===== src/rtl/spi_pkg.sv =====
//==============================================================================
// Module : spi_pkg
// Brief  : Shared state encoding, byte width and counter sizing helpers for
//          the SPI master.
// Rev    : 1.0 - initial release
//==============================================================================
`default_nettype none

package spi_pkg;

   localparam int SPI_BYTE_W = 8;

   typedef enum logic [2:0] {
      ST_IDLE     = 3'd0,
      ST_CS_SETUP = 3'd1,
      ST_BIT_LOW  = 3'd2,
      ST_BIT_HIGH = 3'd3,
      ST_CS_HOLD  = 3'd4,
      ST_HELD     = 3'd5
   } spi_master_state_t;

   function automatic int max3(input int a, input int b, input int c);
      int m;
      m = (a > b) ? a : b;
      return (m > c) ? m : c;
   endfunction

   function automatic int cnt_width(input int a, input int b, input int c);
      return $clog2(max3(a, b, c)) + 1;
   endfunction

   // Wire order of bit number idx within the byte.
   function automatic logic [2:0] bit_pos(input logic [2:0] idx, input logic msb_first);
      return msb_first ? (3'd7 - idx) : idx;
   endfunction

endpackage

`default_nettype wire


===== src/rtl/spi_clk_divider.sv =====
//==============================================================================
// Module : spi_clk_divider
// Brief  : Reloadable down-counter; o_tick is high in the last clock of each
//          loaded phase (reload value N-1 gives an N-clock phase).
// Rev    : 1.0 - initial release
//==============================================================================
`default_nettype none

module spi_clk_divider #(
   parameter int CNT_W = 3
) (
   input  logic             clk,
   input  logic             rst,
   input  logic             i_reload,
   input  logic [CNT_W-1:0] i_reload_val,
   output logic             o_tick
);

   logic [CNT_W-1:0] r_cnt;

   always_ff @(posedge clk or posedge rst) begin
      if (rst) begin
         r_cnt <= '0;
      end else if (i_reload) begin
         r_cnt <= i_reload_val;
      end else if (r_cnt != '0) begin
         r_cnt <= r_cnt - 1'b1;
      end
   end

   assign o_tick = (r_cnt == '0);

endmodule

`default_nettype wire


===== src/rtl/spi_master.sv =====
//==============================================================================
// Module : spi_master
// Brief  : Byte-wide mode-0 SPI master with start/done handshake and optional
//          cs_n hold across bytes. Define SPI_MASTER_MSB_FIRST_EN for MSB-first.
// Rev    : 1.0 - initial release
//==============================================================================
`default_nettype none

module spi_master
   import spi_pkg::*;
#(
   parameter int CLK_DIV      = 4,
   parameter int CS_SETUP_CYC = 2,
   parameter int CS_HOLD_CYC  = 2
) (
   input  logic                  clk,
   input  logic                  rst,
   input  logic                  start,
   input  logic [SPI_BYTE_W-1:0] tx_byte,
   input  logic                  hold_cs,
   input  logic                  miso,
   output logic                  spi_clk,
   output logic                  mosi,
   output logic                  cs_n,
   output logic                  busy,
   output logic                  done,
   output logic [SPI_BYTE_W-1:0] rx_byte
);

   localparam int CNT_W = cnt_width(CLK_DIV, CS_SETUP_CYC, CS_HOLD_CYC);
   localparam logic [CNT_W-1:0] C_DIV_LOAD   = CNT_W'(CLK_DIV - 1);
   localparam logic [CNT_W-1:0] C_SETUP_LOAD = CNT_W'(CS_SETUP_CYC - 1);
   localparam logic [CNT_W-1:0] C_HOLD_LOAD  = CNT_W'(CS_HOLD_CYC - 1);

`ifdef SPI_MASTER_MSB_FIRST_EN
   localparam logic C_MSB_FIRST = 1'b1;
`else
   localparam logic C_MSB_FIRST = 1'b0;
`endif

   spi_master_state_t     r_state;
   logic [SPI_BYTE_W-1:0] r_tx;
   logic [SPI_BYTE_W-1:0] r_rx;
   logic [2:0]            r_idx;
   logic                  r_from_held;

   logic                  w_tick;
   logic                  w_reload;
   logic [CNT_W-1:0]      w_reload_val;
   logic [2:0]            w_cur_pos;
   logic [2:0]            w_next_pos;
   logic [2:0]            w_first_pos;
   logic [SPI_BYTE_W-1:0] w_rx_sampled;

   assign w_cur_pos   = bit_pos(r_idx, C_MSB_FIRST);
   assign w_next_pos  = bit_pos(r_idx + 3'd1, C_MSB_FIRST);
   assign w_first_pos = bit_pos(3'd0, C_MSB_FIRST);

   always_comb begin
      w_rx_sampled            = r_rx;
      w_rx_sampled[w_cur_pos] = miso;
   end

   // One counter times every phase; it is reloaded on each phase change.
   always_comb begin
      w_reload     = 1'b0;
      w_reload_val = C_DIV_LOAD;
      case (r_state)
         ST_IDLE: begin
            if (start) begin
               w_reload     = 1'b1;
               w_reload_val = C_SETUP_LOAD;
            end
         end
         ST_CS_SETUP, ST_BIT_LOW: begin
            w_reload = w_tick;
         end
         ST_BIT_HIGH: begin
            if (w_tick) begin
               w_reload = 1'b1;
               if (r_idx == 3'd7) begin
                  w_reload_val = C_HOLD_LOAD;
               end
            end
         end
         ST_HELD: begin
            if (start) begin
               w_reload = 1'b1;
            end else if (!hold_cs) begin
               w_reload     = 1'b1;
               w_reload_val = C_HOLD_LOAD;
            end
         end
         default: begin
         end
      endcase
   end

   spi_clk_divider #(
      .CNT_W (CNT_W)
   ) u_div (
      .clk          (clk),
      .rst          (rst),
      .i_reload     (w_reload),
      .i_reload_val (w_reload_val),
      .o_tick       (w_tick)
   );

   always_ff @(posedge clk or posedge rst) begin
      if (rst) begin
         r_state     <= ST_IDLE;
         r_tx        <= '0;
         r_rx        <= '0;
         r_idx       <= 3'd0;
         r_from_held <= 1'b0;
         spi_clk     <= 1'b0;
         mosi        <= 1'b0;
         cs_n        <= 1'b1;
         busy        <= 1'b0;
         done        <= 1'b0;
         rx_byte     <= '0;
      end else begin
         done <= 1'b0;
         case (r_state)
            ST_IDLE: begin
               if (start) begin
                  r_tx        <= tx_byte;
                  r_from_held <= 1'b0;
                  cs_n        <= 1'b0;
                  busy        <= 1'b1;
                  r_state     <= ST_CS_SETUP;
               end
            end
            ST_CS_SETUP: begin
               if (w_tick) begin
                  r_idx   <= 3'd0;
                  mosi    <= r_tx[w_first_pos];
                  r_state <= ST_BIT_LOW;
               end
            end
            ST_BIT_LOW: begin
               if (w_tick) begin
                  spi_clk <= 1'b1;
                  r_state <= ST_BIT_HIGH;
               end
            end
            ST_BIT_HIGH: begin
               if (w_tick) begin
                  spi_clk <= 1'b0;
                  r_rx    <= w_rx_sampled;
                  if (r_idx == 3'd7) begin
                     if (hold_cs) begin
                        busy    <= 1'b0;
                        done    <= 1'b1;
                        rx_byte <= w_rx_sampled;
                        r_state <= ST_HELD;
                     end else begin
                        r_state <= ST_CS_HOLD;
                     end
                  end else begin
                     r_idx   <= r_idx + 3'd1;
                     mosi    <= r_tx[w_next_pos];
                     r_state <= ST_BIT_LOW;
                  end
               end
            end
            ST_CS_HOLD: begin
               if (w_tick) begin
                  cs_n    <= 1'b1;
                  busy    <= 1'b0;
                  mosi    <= 1'b0;
                  r_state <= ST_IDLE;
                  // A byte that already reported from HELD must not report twice.
                  if (!r_from_held) begin
                     done    <= 1'b1;
                     rx_byte <= r_rx;
                  end
               end
            end
            ST_HELD: begin
               if (start) begin
                  r_tx        <= tx_byte;
                  r_idx       <= 3'd0;
                  r_from_held <= 1'b0;
                  mosi        <= tx_byte[w_first_pos];
                  busy        <= 1'b1;
                  r_state     <= ST_BIT_LOW;
               end else if (!hold_cs) begin
                  r_from_held <= 1'b1;
                  busy        <= 1'b1;
                  r_state     <= ST_CS_HOLD;
               end
            end
            default: begin
               r_state <= ST_IDLE;
            end
         endcase
      end
   end

endmodule

`default_nettype wire


===== config.mk =====
export PLATFORM = sky130hd
export DESIGN_NAME = spi_master
export DESIGN_NICKNAME = d
export VERILOG_FILES = /design/src/rtl/spi_pkg.sv /design/src/rtl/spi_clk_divider.sv /design/src/rtl/spi_master.sv
export SDC_FILE = /design/constraint.sdc
export NUM_CORES = 1
export LEC_CHECK = 0
export ABC_AREA = 1
export CORE_MARGIN = 2
export CORE_UTILIZATION = 55
export DETAILED_ROUTE_END_ITERATION = 8
export PLACE_DENSITY = 0.89
export SYNTH_ARGS = -nofsm -noshare
export SYNTH_HDL_FRONTEND = slang
export SYNTH_SLANG_ARGS = --single-unit

===== constraint.sdc =====
create_clock -name clk -period 1.8 [get_ports clk]
set_input_delay 0.36 -clock clk [delete_from_list [all_inputs] [get_ports clk]]
set_output_delay 0.36 -clock clk [all_outputs]
set_load 0.005 [all_outputs]

; ---- Yosys cells after proc, flatten, opt, wreduce, memory -nomap -nowiden
; Cells that the tools add are included.
[word_totals]
ff_bits = 39
word_cells = 121
output_inout_bits = 13
in_bits = 13
[classes]
n_reduce_logical = 24
addsub = 2
mux = 63
eq_ne = 17
magnitude_cmp = 3
[op_table]
columns = cell, n
row1 = $mux W8, 5
row2 = $mux W3, 13
row3 = $mux W1, 26
row4 = $ne A2 B2 Y1 const B, 10
row5 = $pmux W3 S6, 1
row6 = $reduce_and A6 Y1, 3
row7 = $pmux W8 S2, 1
row8 = $pmux W1 S4, 3
row9 = $mux W2, 5
row10 = $reduce_bool A2 Y1, 5
row11 = $eq A3 B3 Y1 const B, 3
row12 = $pmux W3 S3, 1
row13 = $reduce_and A3 Y1, 3
row14 = $bwmux W8, 1
row15 = $lt A3 B4 Y1 const B, 2
row16 = $pmux W1 S2, 4
row17 = $reduce_bool A4 Y1, 2
row18 = $reduce_and A7 Y1, 1
row19 = $eq A3 B2 Y1 const B, 2
row20 = $logic_not A3 Y1, 2
row21 = $pmux W2 S3, 1
row22 = $reduce_bool A3 Y1, 2
row23 = $reduce_and A5 Y1, 1
row24 = $reduce_and A2 Y1, 2
row25 = other kinds (9), 10

; ---- Logic depth before layout (Yosys ltp)
; Gate-level depths: netlist of the first run.
[logic_depth]
word_depth = 9
depth_mapped = 10
depth_no_buf = 10

; ---- Modules after synthesis
; Synthesis of the first run repeated with hierarchy kept, for this count alone.
[hier_totals]
hier_cells = 294
hier_area_um2 = 2248.4
[modules_own_cells]
columns = module, instances, area_each_um2, cells_each, seq_area_each_um2
row1 = spi_master, 1, 2037.0, 261, 902.1
row2 = spi_clk_divider, 1, 211.5, 33, 75.1

; ---- Least setup slack after synthesis of the first run
; Ideal clock, no wire load.
[synth_timing]
path_kind = register to register
start = register r_idx[0]
end = register rx_byte[0]
stages_incl_launch_ff = 9
synth_period_minus_slack_ns = 1.408
t_required_ns = 1.684
path_buffers = 0
arrival_ns = 1.292
path_slack_ns = 0.392
setup_time_ns = 0.116
path_cell_list = dfrtp_1 ha_1 ha_1 nand2_1 nand2_1 nand4_4 inv_4 nand2_1 nand2_1
[synth_between]
elab_chain_len = 9
word_cells_on_any_way = 13
classes_between = order compare (2) / eq/ne (2) / mux (7) / reduce/logical (2)
[synth_lines]
columns = element, line
row1 = start: declaration, spi_master.sv:44  ; logic [2:0] r_idx;
row2 = start signal: assignment, spi_master.sv:161  ; r_idx <= r_idx + 3'd1;
row3 = $lt A3 B4 Y1 (implied by the code) / $ge A3 B1 Y1 (equally long branches), spi_master.sv:61  ; w_rx_sampled[w_cur_pos] = miso;
row4 = $logic_and A1 B1 Y1 (implied by the code), spi_master.sv:61
row5 = $mux W1 (implied by the code), spi_master.sv:61
row6 = $demux W1 S3, spi_master.sv:61
row7 = $bwmux W8, spi_master.sv:61
row8 = $mux W8, spi_master.sv:152  ; if (hold_cs) begin
row9 = $mux W8, spi_master.sv:151  ; if (r_idx == 3'd7) begin
row10 = $mux W8, spi_master.sv:148  ; if (w_tick) begin
row11 = $pmux W8 S2, spi_master.sv:124  ; case (r_state)
row12 = end signal: assignment, spi_master.sv:155  ; rx_byte <= w_rx_sampled;
row13 = end signal: assignment, spi_master.sv:176  ; rx_byte <= r_rx;
row14 = end: declaration, spi_master.sv:27  ; output logic [SPI_BYTE_W-1:0] rx_byte
; Several ways; a longest one is shown, not always the timed one. The select of a mux whose other input is x is not followed.
; A chain may end at the register's enable or synchronous reset.

; ---- Final worst setup path of the first run
[layout_timing]
start = register cs_n
end = output port cs_n
[layout_lines]
columns = element, line
row1 = start: declaration, spi_master.sv:24  ; output logic cs_n,
row2 = start signal: assignment, spi_master.sv:118  ; cs_n <= 1'b1;
row3 = start signal: assignment, spi_master.sv:129  ; cs_n <= 1'b0;
row4 = start signal: assignment, spi_master.sv:169  ; cs_n <= 1'b1;
; No word-level cell between the ends.

==> flow_summary.json, run 1 <==
{
  "synthesis.nets": 312,
  "hold_viol_final": 0,
  "grt_max_degree": 40,
  "fp.coreArea_um2": 3720,
  "cts_tree": "yes",
  "cts-root-buf": "clkbuf_8",
  "areaGrowthSynthToFinish_pct": 20.7,
  "holdBufCountCts": 0,
  "crit_path_max_incr_delay_ns": 0.54,
  "synth_seq_cells": 39,
  "rsz0062_at_grt": "no",
  "ys_seq_area_frac": 0.452,
  "setup_ws_ns": 0.120,
  "drive_gt1_frac": 0.110,
  "num_rows": 22,
  "cts_resized": 0,
  "vias_per_cell": 5.21,
  "wirelength_mm": 4.47,
  "gp_congestion": 0.945,
  "die_w_um": 66.7,
  "antenna_found_initial": 0,
  "drt_iter0_drc": 152,
  "fmax_mhz": 595,
  "cts_buffer_depth": 2,
  "slew_violations": 0,
  "routedWlPerCell_um": 11.9,
  "worst_pin_slew_ns": 0.544,
  "min_period_ns": 1.68,
  "dp_cells": 368,
  "clkLatencyLatePin_ns": 0.30,
  "critPathSlowestCell": "dfstp_2",
  "dpl_worst_slack_ns": 0.149,
  "status": "finished clean",
  "synth_edf_count": 0,
  "instances_no_fill": 376,
  "grt_pass1_wl_mm": 7.85,
  "critPathMaxFanout": 2,
  "io_pins": 26,
  "total_power_mw": 1.69,
  "relSlewSlack": 0.637,
  "utilization": 0.701,
  "critPathKind": "flop to output pin",
  "grt-ovfl-total": 0,
  "post_cts_buffers": 0,
  "netlist_area_um2": 2160,
  "cts_buffers": 5,
  "ant_nets": 0,
  "port_buffers": 25,
  "worstSetupEndpointType": "output pin",
  "ir_worst_vdd_mv": 0.435,
  "drt_pass1_iterations": 4,
  "die-area_um2": 4440,
  "drc": 0,
  "synth.avg_cell_area_um2": 7.32,
  "fillers": 322,
  "grt.total_usage": 0.233,
  "h-tree-depth": 2,
  "cp.arrival_ns": 1.32,
  "final-setup-viol-count": 0,
  "syn_inst": 295,
  "ys_warn_count": 0,
  "synth_ff_type": "dfrtp_1",
  "timing.final.crit_share": 0.933,
  "synth_cell_types": 26,
  "finalSetupTns_ns": 0,
  "start_util": 0.581,
  "die_h_um": 66.7,
  "finClkSkew_ns": 0.00846,
  "clk_pin_slew_ns": 0.08,
  "synthArstFlopShare": 1.00,
  "setup.worst_path.start_class": "flop",
  "power.static_leakage_nw": 1.34,
  "powerDensity_nw_per_um2": 649,
  "nets": 344,
  "drv_cap": 0,
  "cp.required_ns": 1.44,
  "critPathBufInv": 1,
  "timing.hold.worst.class": "input port to asynchronous set/reset pin",
  "grt_pass1_vias": 1830,
  "vias": 1958,
  "diodes": 0,
  "crit_family": "flip-flops",
  "crit_chain": "clkdlybuf4s50_1",
  "hpwlAfterDp_mm": 3.30,
  "cts.sinks": 39
}
final cells by class:
cell class              instances  area, µm²  area share
clock buffers                   5       68.8      0.0264
clock inverters                 3       43.8      0.0168
inverters                      29        111      0.0427
multi-input cells             222       1040       0.401
flip-flops and latches         39        977       0.375
well taps                      48       60.1      0.0230
repair buffers                 30        300       0.115
layout by cell type (no fill, tap or decap):
cell type / n
a211oi_1: 1
a21oi_1: 5
a31oi_1: 1
buf_12: 1
buf_4: 4
bufinv_16: 1
clkbuf_8: 5
clkdlybuf4s50_1: 25
clkinv_2: 1
clkinv_4: 1
dfrtp_1: 38
dfstp_2: 1
ha_1: 4
inv_1: 21
inv_2: 7
inv_4: 1
nand2_1: 108
nand2_2: 6
nand2_4: 1
nand3_1: 18
nand3b_1: 2
nand4_1: 5
nand4_2: 1
nand4_4: 1
nor2_1: 24
nor2_2: 3
nor2_4: 2
nor3_1: 5
o21ai_0: 30
o21ai_1: 5
cells in the mapped netlist, types with 2 or more instances:
master	instances	area share
ha_1	4	0.023
o21ai_1	5	0.012
buf_2	3	0.0070
nand3b_1	2	0.0070
nand3_1	18	0.042
o21ai_0	30	0.070
nor2_4	2	0.010
nand4_1	5	0.014
inv_2	7	0.012
nor2_2	3	0.0087
nor2_1	24	0.042
nand2_2	6	0.017
dfrtp_1	38	0.44
a21oi_1	5	0.012
inv_1	21	0.037
nor3_1	5	0.012
nand2_1	108	0.19
flip-flops by register name (all words and copies together), names as in the netlist:
signal / count
r_state: 3
r_idx: 3
r_from_held: 1
busy: 1
u_div.r_cnt: 3
r_tx: 8
done: 1
rx_byte: 8
spi_clk: 1
cs_n: 1
r_rx: 8
mosi: 1
worst paths after layout:
| kind | start | end | slack, ns | depth (start not counted) |
|---|---|---|---|---|
| min in group clk | r_tx[3] | r_tx[3] | 0.48 | 2 |
| max in group asynchronous | rst | cs_n | 1.13 | 3 |
| worst max-delay path | cs_n | cs_n | 0.12 | 1 |
| worst min-delay path | rst | r_from_held | 0.42 | 3 |
| worst max register to register | r_idx[2] | rx_byte[5] | 0.21 | 7 |
| worst min register to register | r_tx[3] | r_tx[3] | 0.48 | 2 |
power breakdown:
group / internal (mW) / total [mW] / switching (mW)
Sequential: 0.882 / 0.887 / 0.00469
Clock: 0.412 / 0.728 / 0.315
Combinational: 0.0366 / 0.0766 / 0.0399
stage by stage:
| step | instance area (µm²) | hold WS [ns] |
|---|---|---|
| final | 2610 | 0.420 |
| after global routing | 2610 | 0.460 |
| after CTS | 2610 | 0.424 |
| after detailed placement | 2490 | 0.464 |
| after global placement | 2490 | 0.456 |
| after floorplan | 2160 | 0.442 |
kinds of logic (layout without fill, tap and decap cells):
group                    count (synthesis)  in the layout  share of synthesized area
buffers and inverters                   34             67                     0.0637
AO/OA/AOI/OAI                           42             42                     0.0991
adder cells (fa/ha/maj)                  4              4                     0.0232
AND/OR/NAND/NOR                        176            176                      0.362
flip-flops                              39             39                      0.452
per-layer routing:
layer  global-route usage  share of wire  routed length [µm]  vias up
li1                     -              -                   -     1010
met1                0.292           0.46                2080      892
met2                0.395           0.48                2140       48
met3               0.0507          0.042                 187        8
met4               0.0816          0.015                  65        0
met5                    0              0                   0        -
Note: power is estimated with default switching activity, not from simulation.
==> run 2: changes to the inputs <==
- CTS_BUF_LIST: not set -> sky130_fd_sc_hd__clkbuf_4 sky130_fd_sc_hd__clkbuf_8 sky130_fd_sc_hd__clkbuf_16
- GPL_ROUTABILITY_DRIVEN: not set -> 0
==> run 2 against run 1 <==
Core utilization is 0.10 points lower. Largest power group unchanged. Routed wire length is 4.4% higher. Highest routed layer unchanged. Sequential share of layout area is 0.054 points higher. Non-clock buffer count stayed put. Largest cell class unchanged. First-iteration DRC count is 4.6% lower. Critical path depth stayed put. Global-route usage is 0.16 points higher.
==> flow_summary.json, run 2 (same netlist as run 1, synthesis figures left out) <==
{
  "status": "finished clean",
  "slew_violations": 0,
  "fp.coreArea_um2": 3720,
  "critPathKind": "flop to output pin",
  "critPathBufInv": 1,
  "finalSetupTns_ns": 0,
  "antenna_found_initial": 0,
  "crit_family": "flip-flops",
  "cts_buffers": 5,
  "p_comb_frac": 0.046,
  "nets": 344,
  "final-setup-viol-count": 0,
  "die_h_um": 66.7,
  "net-switching-power_mw": 0.332,
  "timing.final.crit_share": 0.924,
  "wirelength_mm": 4.67,
  "cts-root-buf": "clkbuf_8",
  "drt_iter0_drc": 145,
  "r2r_cells": 8,
  "diodes": 0,
  "hold_viol_final": 0,
  "multi_input_area_um2": 1040,
  "start_util": 0.581,
  "min_period_ns": 1.66,
  "h-tree-depth": 2,
  "seq_area_um2": 977,
  "cts_buffer_depth": 2,
  "power_frac_seq": 0.531,
  "io_pins": 26,
  "power.static_leakage_nw": 1.33,
  "die-area_um2": 4440,
  "internal_power_mw": 1.34,
  "relSlewSlack": 0.621,
  "rr_endpoint": "r_rx[7]",
  "fmax_mhz": 601,
  "drive_gt1_frac": 0.107,
  "timing.hold.worst.class": "input port to asynchronous set/reset pin",
  "grt.total_usage": 0.234,
  "total_power_mw": 1.67,
  "port_buffers": 25,
  "fillers": 302,
  "post_cts_buffers": 0,
  "cp.arrival_ns": 1.30,
  "utilization": 0.700,
  "routedWlPerCell_um": 12.5,
  "reg2reg_setup_slack_ns": 0.16,
  "switching_share": 0.198,
  "hpwlAfterDp_mm": 3.33,
  "clkPwrFrac": 0.423,
  "setup.worst_path.start_class": "flop",
  "ir_worst_vdd_mv": 0.351,
  "grt-ovfl-total": 0,
  "powerDensity_nw_per_um2": 643,
  "final_cell_mix": "nand2_1, dfrtp_1, o21ai_0, clkdlybuf4s50_1, nor2_1",
  "cts_tree": "yes",
  "vias_per_cell": 5.45,
  "die_w_um": 66.7,
  "worstSetupEndpointType": "output pin",
  "grt_max_degree": 40,
  "ant_nets": 0,
  "r2r_start": "u_div.r_cnt[0]",
  "areaGrowthSynthToFinish_pct": 20.5,
  "crit_path_max_incr_delay_ns": 0.53,
  "cp.depth": 1,
  "drc": 0,
  "critPathSlowestCell": "dfstp_2",
  "grt_pass1_wl_mm": 7.85,
  "clkLatencyLatePin_ns": 0.29,
  "drv_cap": 0,
  "finClkSkew_ns": 0.00416,
  "final_common_cell": "nand2_1",
  "reg_top3": "r_rx: 8 flops, r_tx: 8 flops, rx_byte: 8 flops",
  "cts.sinks": 39,
  "num_rows": 22,
  "rsz0062_at_grt": "no",
  "crit_chain": "clkdlybuf4s50_1",
  "clk_pin_slew_ns": 0.07,
  "drt_pass1_iterations": 4,
  "vias": 2042,
  "cp.required_ns": 1.44,
  "grt_pass1_vias": 1824,
  "critPathMaxFanout": 2,
  "worst_pin_slew_ns": 0.569
}
## run 2: changes by cell type in the layout (fill, tap and decap cells not counted), sizes merged
cell,delta
clkbuf,+1
clkinv,-2
## run 2: worst max-delay path by stage
| stage | startpoint | end | slack [ns] |
|---|---|---|---|
| final | cs_n | cs_n | 0.14 |
| after global routing | r_state[0] | rx_byte[4] | 0.03 |
| after CTS | cs_n | cs_n | 0.12 |
| after detailed placement | hold_cs | rx_byte[5] | 0.16 |
| after global placement | hold_cs | rx_byte[6] | 0.21 |
| after floorplan | r_idx[0] | rx_byte[0] | 0.39 |
## run 2: power by group through the flow
stage / registers [mW] / clock network, mW / logic, mW
final: 0.888 / 0.707 / 0.0774
after global routing: 0.888 / 0.760 / 0.0881
after CTS: 0.887 / 0.720 / 0.0780
after detailed placement: 0.904 / 0 / 0.0775
after global placement: 0.904 / 0 / 0.0756
after floorplan: 0.903 / 0 / 0.0337
## run 2: per-stage QoR
step / setup WS (ns) / instances / hold slack [ns] / instance area [µm²]
floorplan: 0.392 / 295 / 0.442 / 2160
global placement: 0.211 / 368 / 0.455 / 2490
detailed placement: 0.159 / 368 / 0.459 / 2490
CTS: 0.122 / 375 / 0.442 / 2600
global route: 0.0296 / 375 / 0.475 / 2600
finish: 0.137 / 375 / 0.437 / 2600
## run 2: area by class of cell
| cell class | instances | area share |
|---|---|---|
| multi-input cells | 222 | 0.401 |
| flip-flops and latches | 39 | 0.375 |
| repair buffers | 30 | 0.115 |
| inverters | 29 | 0.0437 |
| clock buffers | 6 | 0.0293 |
| well taps | 48 | 0.0231 |
| clock inverters | 1 | 0.0115 |
## run 2: metal layers
| layer | GRT usage | wire length, µm | share of wire |
|---|---|---|---|
| met2 | 0.380 | 2250 | 0.48 |
| met4 | 0.120 | 74 | 0.016 |
| met5 | 0 | 0 | 0 |
| met1 | 0.297 | 1970 | 0.42 |
| met3 | 0.0456 | 378 | 0.081 |
## run 2: repair_timing
| action | in CTS | in global routing |
|---|---|---|
| endpoints found under the setup margin | 0 | 1 |
| hold buffers | 0 | 0 |
| gates resized for setup | 0 | 1 |
==> run 3: changes to the inputs <==
- CTS_CLUSTER_DIAMETER: not set -> 60
- HOLD_SLACK_MARGIN: not set -> 0.08
==> results of run 3 <==
No change in the layout: final DEF, timing and power equal those of run 2.
